[src/rtl/down_counter8.sv]
// Loadable 8-bit down counter with auto-reload, built from two 4-bit slices
// joined by a borrow chain; RCO cascades like the matching up counter.
module down_counter8 (
    input  logic       CLK,
    input  logic       nRST,
    input  logic       nCLR,
    input  logic       nLOAD,
    input  logic       ENP,
    input  logic       ENT,
    input  logic       AUTO,
    input  logic [7:0] Din,
    output logic [7:0] Dout,
    output logic       RCO
);

    logic [7:0] cnt_q, cnt_d;
    logic [7:0] rld_q, rld_d;
    logic [7:0] dec_val;
    logic [1:0] nib_en;
    logic       borrow_lo;

    assign borrow_lo = ENT & (cnt_q[3:0] == 4'h0);
    assign nib_en[0] = ENP & ENT;
    assign nib_en[1] = ENP & borrow_lo;

    genvar gi;
    generate
        for (gi = 0; gi < 2; gi++) begin : g_nib
            assign dec_val[gi*4 +: 4] = nib_en[gi] ? (cnt_q[gi*4 +: 4] - 4'd1)
                                                   : cnt_q[gi*4 +: 4];
        end
    endgenerate

    always_comb begin
        cnt_d = cnt_q;
        rld_d = rld_q;
        if (!nCLR) begin
            cnt_d = 8'h00;
        end else if (!nLOAD) begin
            cnt_d = Din;
            rld_d = Din;
        end else if (ENP && ENT) begin
            // Terminal count overrides the slice borrow chain for both nibbles at once.
            if (cnt_q == 8'h00)
                cnt_d = AUTO ? rld_q : 8'hFF;
            else
                cnt_d = dec_val;
        end
    end

    always_ff @(posedge CLK or negedge nRST) begin
        if (!nRST) begin
            cnt_q <= 8'h00;
            rld_q <= 8'h00;
        end else begin
            cnt_q <= cnt_d;
            rld_q <= rld_d;
        end
    end

    assign Dout = cnt_q;
    assign RCO  = ENT & (cnt_q == 8'h00);

endmodule

[config.mk]
export PLATFORM = sky130hd
export DESIGN_NAME = down_counter8
export DESIGN_NICKNAME = d
export VERILOG_FILES = /design/src/rtl/down_counter8.sv
export SDC_FILE = /design/constraint.sdc
export NUM_CORES = 1
export LEC_CHECK = 0
export ABC_AREA = 1
export BUFFER_PORTS_ARGS = -buffer_cell sky130_fd_sc_hd__buf_2
export CAP_MARGIN = 20
export CORE_MARGIN = 2
export CORE_UTILIZATION = 42
export DETAILED_ROUTE_END_ITERATION = 6
export GPL_TIMING_DRIVEN = 0
export HOLD_SLACK_MARGIN = 0.03
export PLACE_DENSITY = 0.67
export SLEW_MARGIN = 20
export SYNTH_ARGS = -nofsm -noshare
export SYNTH_HDL_FRONTEND = slang
export SYNTH_SLANG_ARGS = --single-unit
[constraint.sdc]
create_clock -name CLK -period 2.2 [get_ports CLK]
set_clock_uncertainty 0.15 [all_clocks]
set_input_delay 0 -clock CLK [delete_from_list [all_inputs] [get_ports CLK]]
set_output_delay 0 -clock CLK [all_outputs]
set_load 0.03 [all_outputs]
==> results.txt, run 1 <==
The tools report the category of the worst setup path launch point as a primary input. Clock tree synthesis found a total of 16 sinks. The ratio of final minimum period to clock period works out to 0.962. The tools report the destination of the worst hold path as Dout[1]$_DFFE_PN0P_. The headroom to the max-slew limit came out at 0.520.

The share of layout cells above drive strength 1 works out to 0.169. Worst hold-check path type: primary input to flop. The final critical delay including setup and external delays was 2.12 ns. Along the worst hold path, the cell count comes to 5.

The post-CTS repair timing setup buffer count was 0. During placement, the flow inserted port buffers numbering 23. Compared with the post-synthesis result, the final layout area differs by 39.3%.

The logs give 0.00221 mm² for the placeable core region and 208 for the final layout net count. TritonCTS built the clock tree. The mapped netlist covers 986 µm². Of all nets on the critical path, the largest fanout is 6.

The worst register-to-register path ends at Dout[2]$_DFFE_PN0P_. dfrtp_1 takes more of the synthesized area than any other cell. The net count after synthesis is 159. For the initial detailed-routing violation count, the log shows 26.

The tools report the area of all placed cells without fillers as 0.00137 mm². Data on the critical path arrives at its endpoint at 2.19 ns. The share of synthesized area occupied by flip-flops and latches was 0.406; the average wire length per cell after detail routing was 11.3 µm.

For this run, the number of Yosys warnings is 0. The initial antenna violation count was 0; the number of DRC violations after detailed routing was 0. The logs give 1014 for the via count and 0 for the reported max-cap violation count. Pin placement for this block handled 24 I/O pins. Final-report hold violation count: 0. The pre-antenna-repair detailed-routing pass consisted of 4 iterations.

The worst hold path begins at ENT. Counting the fill cells in the layout gives 220. The number of clock buffers added by TritonCTS is 3.

The area after detailed placement was 0.00114 mm²; the clock-pin transition on the worst setup and hold timing paths was 0.09 ns. The busiest metal layer after global routing is met2. The total power divided by cell area works out to 602 mW/mm².

The buffer type at the clock tree root is clkbuf_4. The count of pins over their slew limit was 0; the number of standard cells in the layout, taps in and fillers out was 217. Setup repair after global routing left no endpoint under its margin. In the synthesized netlist, the number of instances is 142. The count of final setup violators was 0.

The tools report the worst slack at placement as 0.403 ns. For the worst setup path, the data required time is 2.27 ns. The all-layer global routing usage was 0.200. For the detailed-placement wirelength estimate, the log shows 1.67 mm. The most common cell after layout, fill and taps aside is nand2_1.

Cell count after placement: 193. The critical path class was primary input to flop. The tools report the number of buffers on the longest clock path as 2. After routing, the total negative slack on setup checks comes to 0 ns. For the effective utilization at floorplan, the log shows 0.446. The tools report the met2 global-route usage as 0.329. Entering global routing, the biggest net connects 17 pins. Static timing analysis puts the maximum clock frequency at 472 MHz. After synthesis, the netlist uses 17 different library cells. The power consumption was 828 µW. The first-pass GRT wire length came out at 3.98 mm. The number of global-route vias before repair is 904, and the count of nets left with antenna violations after detail routing is 0. The total grt overflow is 0. The tools report the routing usage on met1 as 0.265.

The top cell types in the final layout, fill and taps aside, are 38 x nand2_1, 23 x buf_2, 22 x inv_1, 21 x nor2_1, 21 x dlygate4sd3_1. For the final worst-path setup slack, the log shows 0.0827 ns. Routability-driven placement finished with a final weighted congestion of 0.842. The proportion of netlist area held by the largest area contributor is 0.406.

In this run the core area contains 17 standard-cell rows. Counting cells, the worst reg-to-reg path comes to 7. At the pin with the least slew margin, the transition time is 0.718 ns. The run finished with clean final reports. The fraction of met3 tracks used by global routing was 0.0229. The tools report the final antenna diode count as 0. Worst flop-to-flop path startpoint: Dout[4]$_DFFE_PN0P_. The routed design has 2.46 mm of wire.

The depth of the CTS H-tree was 1; the post-synthesis sequential element count was 16. The vertical die dimension came out at 52.5 µm. Using the TritonRoute via totals, the vias-per-cell ratio works out to 4.67. The highest ir drop seen on vdd was 0.355 mV; the die area was 0.00275 mm². The average size of a mapped cell is 6.94 µm², and the leakage power is 0.000746 µW. The later pin in the worst-skew pair is clocked with a latency of 0.29 ns. The worst setup path is captured at a flop. Ranked by total cell area, the synthesized netlist is headed by dfrtp_1 41%, nand2_1 14%, nand3_1 8.6%, inv_1 8.4%, nor2_1 8.0%.

In this run the horizontal extent of the chip is 52.5 µm. The worst register-to-register path has a setup slack of 0.40 ns.
[layer usage]
layer | up-vias | routed length [µm]
li1 | 538 | -
met1 | 444 | 1160
met2 | 26 | 1150
met3 | 6 | 98
met4 | 0 | 51
met5 | - | 0
[power by group]
| part | switching (µW) | internal [µW] |
|---|---|---|
| Clock | 92.3 | 63.7 |
| Sequential | 39.4 | 333 |
| Combinational | 181 | 119 |
| Total | 313 | 515 |
[area by class of cell]
type                    count  area [µm²]  share of cell area
plain buffers               2        17.5              0.0128
clock buffers               3        22.5              0.0164
inverters                  22        82.6              0.0601
multi-input cells         102         490               0.357
flip-flops and latches     16         400               0.291
well taps                  28        35.0              0.0255
repair buffers             44         325               0.237
[per-stage QoR]
stage | hold slack [ns] | utilization
finish | 0.139 | 0.621
global placement | -0.215 | 0.514
CTS | 0.131 | 0.619
floorplan | -0.446 | -
detailed placement | -0.213 | 0.514
global route | 0.200 | 0.621
[logic make-up (layout without fill, tap and decap cells)]
logic type      Yosys count  after routing  share of synthesized area
xor+xnor                  2              2                     0.0178
simple gates             81             81                      0.363
buf+inv                  24             71                      0.102
fa+ha+maj                 2              2                     0.0254
flops                    16             16                      0.406
compound gates           17             17                     0.0863
[sequential cells by signal, summed over array words and instances (netlist names)]
register  flops
Dout          8
rld_q         8
[what timing repair did]
item,CTS,global route
endpoints found under the hold margin,32,0
gates resized for setup,0,1
hold buffers,21,0
setup endpoints to repair,0,1
[worst max path at each step]
stage	cells after the start	end	slack, ns	startpoint
CTS	7	rld_q[2]$_DFFE_PN0P_	0.12	nLOAD
floorplan	6	RCO	0.40	Dout[4]$_DFFE_PN0P_
detailed placement	7	Dout[2]$_DFFE_PN0P_	0.40	Dout[4]$_DFFE_PN0P_
finish	7	rld_q[2]$_DFFE_PN0P_	0.08	nLOAD
global placement	7	Dout[2]$_DFFE_PN0P_	0.47	Dout[4]$_DFFE_PN0P_
global route	8	rld_q[2]$_DFFE_PN0P_	0.03	nCLR
[worst max-delay path: stages]
cell and delay, ns:
dlygate4sd3_1 0.55, buf_2 0.15, nor2_4 0.18, nand2_1 0.06
dlygate4sd3_1 0.57, o21ai_0 0.09, dlygate4sd3_1 0.60
[synthesized netlist by cell type, drive strengths merged]
cell,count
ha,2
o21ai,7
dfrtp,16
clkbuf,2
nor3,1
nor2,23
xnor2,1
nand2,40
inv,22
a21oi,10
xor2,1
nand3,17
Power figures use the tool's default switching activity.
==> inputs of run 2 (changes only) <==
--- a/config.mk
+++ b/config.mk
@@ -5,15 +5,14 @@
 export SDC_FILE = /design/constraint.sdc
 export NUM_CORES = 1
 export LEC_CHECK = 0
-export ABC_AREA = 1
 export BUFFER_PORTS_ARGS = -buffer_cell sky130_fd_sc_hd__buf_2
 export CAP_MARGIN = 20
-export CORE_MARGIN = 2
+export CORE_MARGIN = 3
 export CORE_UTILIZATION = 42
 export DETAILED_ROUTE_END_ITERATION = 6
 export GPL_TIMING_DRIVEN = 0
 export HOLD_SLACK_MARGIN = 0.03
-export PLACE_DENSITY = 0.67
+export PLACE_DENSITY = 0.68
 export SLEW_MARGIN = 20
 export SYNTH_ARGS = -nofsm -noshare
 export SYNTH_HDL_FRONTEND = slang
==> run 2 against run 1 <==
- maximum frequency is 4.8% higher
- sequential power is 5.4% lower
- utilization is 0.16 points lower
- clock power is 30% higher
- critical path depth stayed put
- setup slack better by 0.098 ns
==> results.txt, run 2 <==
The overall die width is 53.2 µm. Clock-pin transition on the worst setup and hold timing paths: 0.10 ns. After synthesis, the cell types taking the most area are dfrtp_1 43%, nand2_1 14%, a31oi_1 5.4%, o21ai_0 4.8%, o311ai_0 2.8%. For the routed length on met3, the log shows 177 µm.

Share of layout cells above drive strength 1: 0.194. The detail route stage leaves a number of antenna-violating nets equal to 0. The initial detailed-routing violation count came out at 31. Of all nets on the critical path, the largest fanout is 6.

The run gives 0.275 as the combinational share of power. The effective utilization at floorplan is 0.458, and the proportion of netlist area held by the largest area contributor is 0.428. STA classifies the critical path startpoint as a flop. Setup violations remaining at the end of the flow were counted as 0. The total area inside the core boundary comes to 0.00204 mm². Compared with the post-synthesis result, the final layout area differs by 35.3%.

For the net count after synthesis, the log shows 131. TritonCTS built the clock tree. The critical path is of the flop to flop type.

The tools report the headroom to the max-slew limit as 0.486. For the worst setup path, the data arrival time is 2.09 ns. The detailed-route vias per instance works out to 5.64. The post-synthesis sequential element count came out at 16. The number of enable flip-flop cells after synthesis was 0.

The average size of a mapped cell came out at 8.20 µm². The first global-routing pass estimated 4.47 mm of wire. The most used flip-flop cell after synthesis is dfrtp_1. At the pin with the least slew margin, the transition time is 0.769 ns. Detailed placement finished with a half-perimeter wire length of 1.76 mm. The tool flagged a number of max-cap violations equal to 0. The wire length reported by the detailed router was 2.55 mm. The depth of the CTS H-tree came out at 1. The internal power of the cells totals 512 µW. Signal routing reaches up to met4.

The tools report the maximum number of pins on one net before global-route repair as 17. The floorplan step set the die height to 53.2 µm. The logs give 24 for the number of ports placed on the die boundary and 0 for the total grt overflow. The run finished with clean final reports. The run gives 0 as the final-report hold violation count. The run gives 0.479 mV as the highest ir drop seen on vdd. Total power for the finished layout comes to 764 µW. The share of synthesized area occupied by flip-flops and latches is 0.428. The tree is rooted in a clkbuf_4. The die area was 0.00283 mm². The switching part of the total power is 0.330. The sum of routed wire segments on met1 is 1.14 mm. The worst hold-check path type is primary input to flop. For the count of pins over their slew limit, the log shows 0. The sequential fraction of design power was 0.460; the via count was 1026.

Largest area contributor in the synthesized netlist: dfrtp_1. For the final routed database, the setup TNS stands at 0 ns. The run gives 0.215 as the all-layer global routing usage. The critical path starts at Dout[0]$_DFFE_PN0P_. Summing every instance area after synthesis gives 935 µm². The endpoint identified for the worst register-to-register timing path is Dout[5]$_DFFE_PN0P_.

The logs give 252 µW for the total net switching power and 1.20 mm for the routed length on met2. Synthesis handed over a netlist of 114 instances. The count of unique library cells instantiated by Yosys is 30. Most common cell after layout, fill and taps aside: nand2_1. Final layout net count: 173.

Once the clock tree was built, the resizer swapped 0 gates to a different size. The highest attainable clock frequency was 495 MHz. The ratio of final minimum period to clock period came out at 0.918. The number of antenna diodes in the final layout is 0. Setup repair after global routing left no endpoint under its margin. The clock passes through at most 2 buffers. Fill cells in the final layout number 205.

Across all register-to-register paths, the minimum setup slack is 0.18 ns. The number of cells on the worst reg-to-reg path was 7. The most frequent cell after synthesis was nand2_1.

The startpoint identified for the worst register-to-register timing path is Dout[0]$_DFFE_PN0P_. In the layout the commonest cells are 36 x nand2_1, 23 x buf_2, 16 x dfrtp_1, 15 x dlygate4sd3_1, 9 x o21ai_0. The run gives 0.265 as the portion of total power attributed to the clock network. Ranked by instance count, the synthesized netlist is headed by 36 x nand2_1, 16 x dfrtp_1, 9 x o21ai_0, 8 x a31oi_1. The share of synthesized registers carrying an async set or reset is 1.00, and the number of instances on the worst hold path is 4. The initial antenna violation count is 0, and the clock net sink count is 16.

During placement, the flow inserted port buffers numbering 22. The Yosys step of the flow raised 0 warnings. Clock buffer count from CTS: 3. For this design the ratio of total power to cell area is 604 mW/mm². STA classifies the critical path endpoint as a flop.

The first detailed-routing pass ran for 4 iterations. Following the worst setup path forward leads to its endpoint at Dout[5]$_DFFE_PN0P_. The routed design could run at a clock period as short as 2.02 ns. The number of global-route vias before repair was 1041; the row count was 16. The average wire length per cell after detail routing is 14.0 µm, and the number of DRC violations after detailed routing is 0. For this design the static power due to leakage is 0.000610 µW. The weighted congestion at the end of routability-driven global placement came out at 0.924. For the worst-skew pair, the clock arrives at the later sink with an insertion delay of 0.29 ns. The run gives 2.27 ns as the data required time of the worst path.
run 2: cell count changes after synthesis, sizes merged, moves of 4 or more:
cell,before,now
nand3,17,0
inv,22,5
nand2,40,36
a31oi,0,8
a21oi,10,1
nor2,23,3
run 2: routing by layer:
layer	global-route usage	up-vias
met1	0.289	483
met3	0.0338	7
met4	0.0766	0
met5	0	-
li1	-	485
met2	0.345	51
run 2: cell type report:
class / count / area, µm² / share of cell area
inverters: 5 / 18.8 / 0.0148
plain buffers: 6 / 23.8 / 0.0188
flip-flops and latches: 16 / 400 / 0.317
repair buffers: 37 / 260 / 0.206
well taps: 27 / 33.8 / 0.0267
multi-input cells: 87 / 492 / 0.389
clock buffers: 4 / 36.3 / 0.0287
run 2: logic make-up (layout without fill, tap and decap cells):
group | count (synthesis) | in the layout | share of synthesized area
AOI/OAI and AO/OA | 27 | 27 | 0.186
xor gates and xnor gates | 3 | 3 | 0.0281
adders and majority gates | 2 | 2 | 0.0268
buffers and inverters | 11 | 52 | 0.0455
DFF | 16 | 16 | 0.428
muxes | 1 | 1 | 0.0107
and+or+nand+nor | 54 | 54 | 0.274
run 2: how the worst min path moves through the flow:
stage	to	startpoint	slack, ns
final	Dout[2]$_DFFE_PN0P_	nCLR	0.07
after global routing	Dout[2]$_DFFE_PN0P_	nCLR	0.08
after CTS	Dout[3]$_DFFE_PN0P_	nCLR	0.05
after detailed placement	Dout[1]$_DFFE_PN0P_	nRST	-0.21
after global placement	Dout[1]$_DFFE_PN0P_	nRST	-0.22
after floorplan	Dout[0]$_DFFE_PN0P_	nRST	-0.45
run 2: repair_timing:
item	CTS	global route
buffers inserted	0	0
hold buffers	15	0
hold endpoints to repair	32	0
run 2: stage by stage:
| stage | setup slack (ns) | hold WS (ns) | std cells | area, µm² | util |
|---|---|---|---|---|---|
| floorplan | 0.228 | -0.446 | 114 | 935 | - |
| global placement | 0.238 | -0.219 | 163 | 1080 | 0.528 |
| detailed placement | 0.222 | -0.214 | 163 | 1080 | 0.528 |
| CTS | 0.192 | 0.0548 | 182 | 1260 | 0.619 |
| global route | 0.0188 | 0.0846 | 182 | 1260 | 0.619 |
| finish | 0.180 | 0.0721 | 182 | 1260 | 0.619 |
run 2: power groups by stage:
stage	sequential, µW	combinational (µW)	clock [µW]
after floorplan	373	106	0
after global placement	357	183	0
after detailed placement	357	187	0
after CTS	351	208	204
after global routing	356	235	223
final	352	210	203
run 2: critical path, cell delays in order (launching register included):
cell,delay [ns]
dfrtp_1,0.44
inv_1,0.07
ha_1,0.20
or3b_1,0.36
buf_2,0.17
nor2_1,0.20
o311ai_0,0.17
a31oi_1,0.19
==> inputs of run 3 (changes only) <==
--- a/config.mk
+++ b/config.mk
@@ -12,7 +12,7 @@
 export DETAILED_ROUTE_END_ITERATION = 6
 export GPL_TIMING_DRIVEN = 0
 export HOLD_SLACK_MARGIN = 0.03
-export PLACE_DENSITY = 0.68
+export PLACE_DENSITY = 0.7
 export SLEW_MARGIN = 20
 export SYNTH_ARGS = -nofsm -noshare
 export SYNTH_HDL_FRONTEND = slang
==> run 3 against run 2 <==
- cell count is 0.55% lower
- register-to-register slack worse by 0.03 ns
- critical path depth is 2 lower
- non-clock buffer count unchanged
- cell area shrank 1.1%
==> results.txt, run 3 (synthesis gave the netlist of run 2 again) <==
The run finished with clean final reports. Entering global routing, the biggest net connects 17 pins. The die covers 0.00283 mm². The tools report the effective utilization at floorplan as 0.458.

STA classifies the critical path startpoint as a flop. The tools report the destination of the worst hold path as Dout[3]$_DFFE_PN0P_. The clock buffer count from CTS is 3, and the number of cells on the worst reg-to-reg path is 5. The transition time at the pin with the least slew margin works out to 0.749 ns.

The initial antenna violation count is 0. The run gives 0.28 ns as the source-to-sink clock delay at the later pin of the worst-skew pair. The HPWL after detailed placement is 1.77 mm. Summing all non-filler instances in the final layout gives an area of 0.00125 mm². Count of final setup violators: 0. Including well taps, the total number of placed cells is 163. For the number of global-route vias before repair, the log shows 945. The clock-pin transition on the worst setup and hold timing paths is 0.09 ns. After global routing, the most crowded layer is met2. The area after detailed placement is 0.00108 mm².

The average wire length per cell after detail routing came out at 13.7 µm. The vertical die dimension came out at 53.2 µm. The worst flop-to-flop path startpoint was Dout[4]$_DFFE_PN0P_. The wire length reported by the detailed router is 2.48 mm, and the routing usage on met1 is 0.265. The area added between synthesis and finish was 33.9%; the clock net sink count was 16. The core region is 0.00204 mm². The flip-flop and latch area came out at 400 µm². Headroom to the max-slew limit: 0.499. Once the clock tree was built, the setup fixing pass inserted 0 buffers. Once detail routing completed, the nets flagged for antenna violations numbered 0. The ratio of final minimum period to clock period is 0.931, and the initial detailed-routing violation count is 51. TritonCTS built the clock tree.

Setup repair after global routing left no endpoint under its margin. For this design the ratio of total power to cell area is 572 mW/mm². Of all nets on the critical path, the largest fanout is 6. In this run the critical register-to-register path is captured at Dout[5]$_DFFE_PN0P_. The met2 global-route usage was 0.298; the post-route worst hold slack was 0.0757 ns. The beginning of the worst hold path is nCLR.

The layout has 194 filler cells. The area taken by multi-input logic gates came out at 492 µm². The top cell types in the final layout, fill and taps aside, are 36 x nand2_1, 23 x buf_2, 16 x dfrtp_1, 15 x dlygate4sd3_1, 9 x o21ai_0. Based on the critical path, the design can be clocked at up to 488 MHz. The count of buffers added on input and output ports is 22. Data on the critical path is required at its endpoint by 2.19 ns. The worst hold-check path type was primary input to flop. The row count is 16. In this run the static leakage power is 0.000603 µW. For the weighted congestion at the end of routability-driven global placement, the log shows 0.906. STA puts the critical path data arrival time at 2.04 ns. The tool flagged a number of max-cap violations equal to 0. Critical path endpoint category: a flop. The final setup TNS is 0 ns. The first-pass GRT wire length was 4.02 mm; the overall die width was 53.2 µm. The tree is rooted in a clkbuf_4.

The logs give 4 for the count of TritonRoute iterations in the first routing pass and 0 for the final antenna diode count. The number of standard cells in the layout, taps in and fillers out is 181, and the count of pins over their slew limit is 0. The tools report the worst setup slack for register-to-register paths as 0.15 ns. Power comes to 715 µW. Detailed routing inserted a total of 1002 vias. Final-report hold violation count: 0. The share of layout cells above drive strength 1 is 0.188, and the final critical delay including setup and external delays is 2.05 ns.

The worst hold path passes through 4 cells. The number of ports placed on the die boundary is 24, and the final layout net count is 173. The number of DRC violations after detailed routing came out at 0. The clock passes through at most 2 buffers. Critical path class: flop to flop. The depth of the CTS H-tree was 1. The detailed-route vias per instance was 5.54. The fraction of met3 tracks used by global routing is 0.0338. The all-layer global routing usage was 0.193; the highest ir drop seen on vdd was 0.381 mV. Leaving out fill and tap cells, the most frequent cell in the layout is nand2_1. The total grt overflow is 0.
[run 3: cell types whose count changed in the layout (fill, tap and decap cells not counted)]
cell and change:
clkbuf_8 -1
[run 3: worst max path at each step]
stage | startpoint | to | slack (ns) | depth (start not counted)
after global placement | Dout[4]$_DFFE_PN0P_ | Dout[5]$_DFFE_PN0P_ | 0.23 | 5
after floorplan | Dout[4]$_DFFE_PN0P_ | Dout[5]$_DFFE_PN0P_ | 0.23 | 5
final | Dout[4]$_DFFE_PN0P_ | Dout[5]$_DFFE_PN0P_ | 0.15 | 5
after global routing | Dout[4]$_DFFE_PN0P_ | Dout[0]$_DFFE_PN0P_ | 0.07 | 6
after detailed placement | Dout[4]$_DFFE_PN0P_ | Dout[5]$_DFFE_PN0P_ | 0.16 | 5
after CTS | Dout[4]$_DFFE_PN0P_ | Dout[5]$_DFFE_PN0P_ | 0.15 | 5
[run 3: worst max-delay path, cell delays in order, from the launching register on]
cell and delay [ns]:
dfrtp_1 0.44, inv_1 0.10, ha_1 0.19, or3b_2 0.52
o311ai_0 0.36, a31oi_1 0.14
[run 3: layer usage]
layer	part of all wire	routed length (µm)	vias up
met5	0	0	-
met4	0.0081	20	0
met3	0.054	134	4
met2	0.47	1180	42
met1	0.46	1150	473
li1	-	-	483
[run 3: stage by stage]
| step | setup slack (ns) | util |
|---|---|---|
| finish | 0.151 | 0.613 |
| global route | 0.0713 | 0.613 |
| CTS | 0.148 | 0.613 |
| detailed placement | 0.162 | 0.528 |
| global placement | 0.234 | 0.528 |
| floorplan | 0.228 | - |
[run 3: cell type report]
class,count,share of cell area
Multi-Input combinational cell,87,0.393
Timing Repair Buffer,37,0.208
Sequential cell,16,0.320
Tap cell,27,0.0270
Buffer,6,0.0190
Clock buffer,3,0.0180
Inverter,5,0.0150
[run 3: what timing repair did]
| item | CTS | global route |
|---|---|---|
| hold endpoints to repair | 32 | 0 |
| hold buffers | 15 | 0 |
| gates resized for setup | 0 | 0 |
[run 3: power by group]
| part | switching, µW | total [µW] | internal (µW) |
|---|---|---|---|
| logic | 122 | 209 | 87.1 |
| clock network | 89.8 | 153 | 63.5 |
| registers | 28.9 | 353 | 324 |
| total | 241 | 715 | 474 |
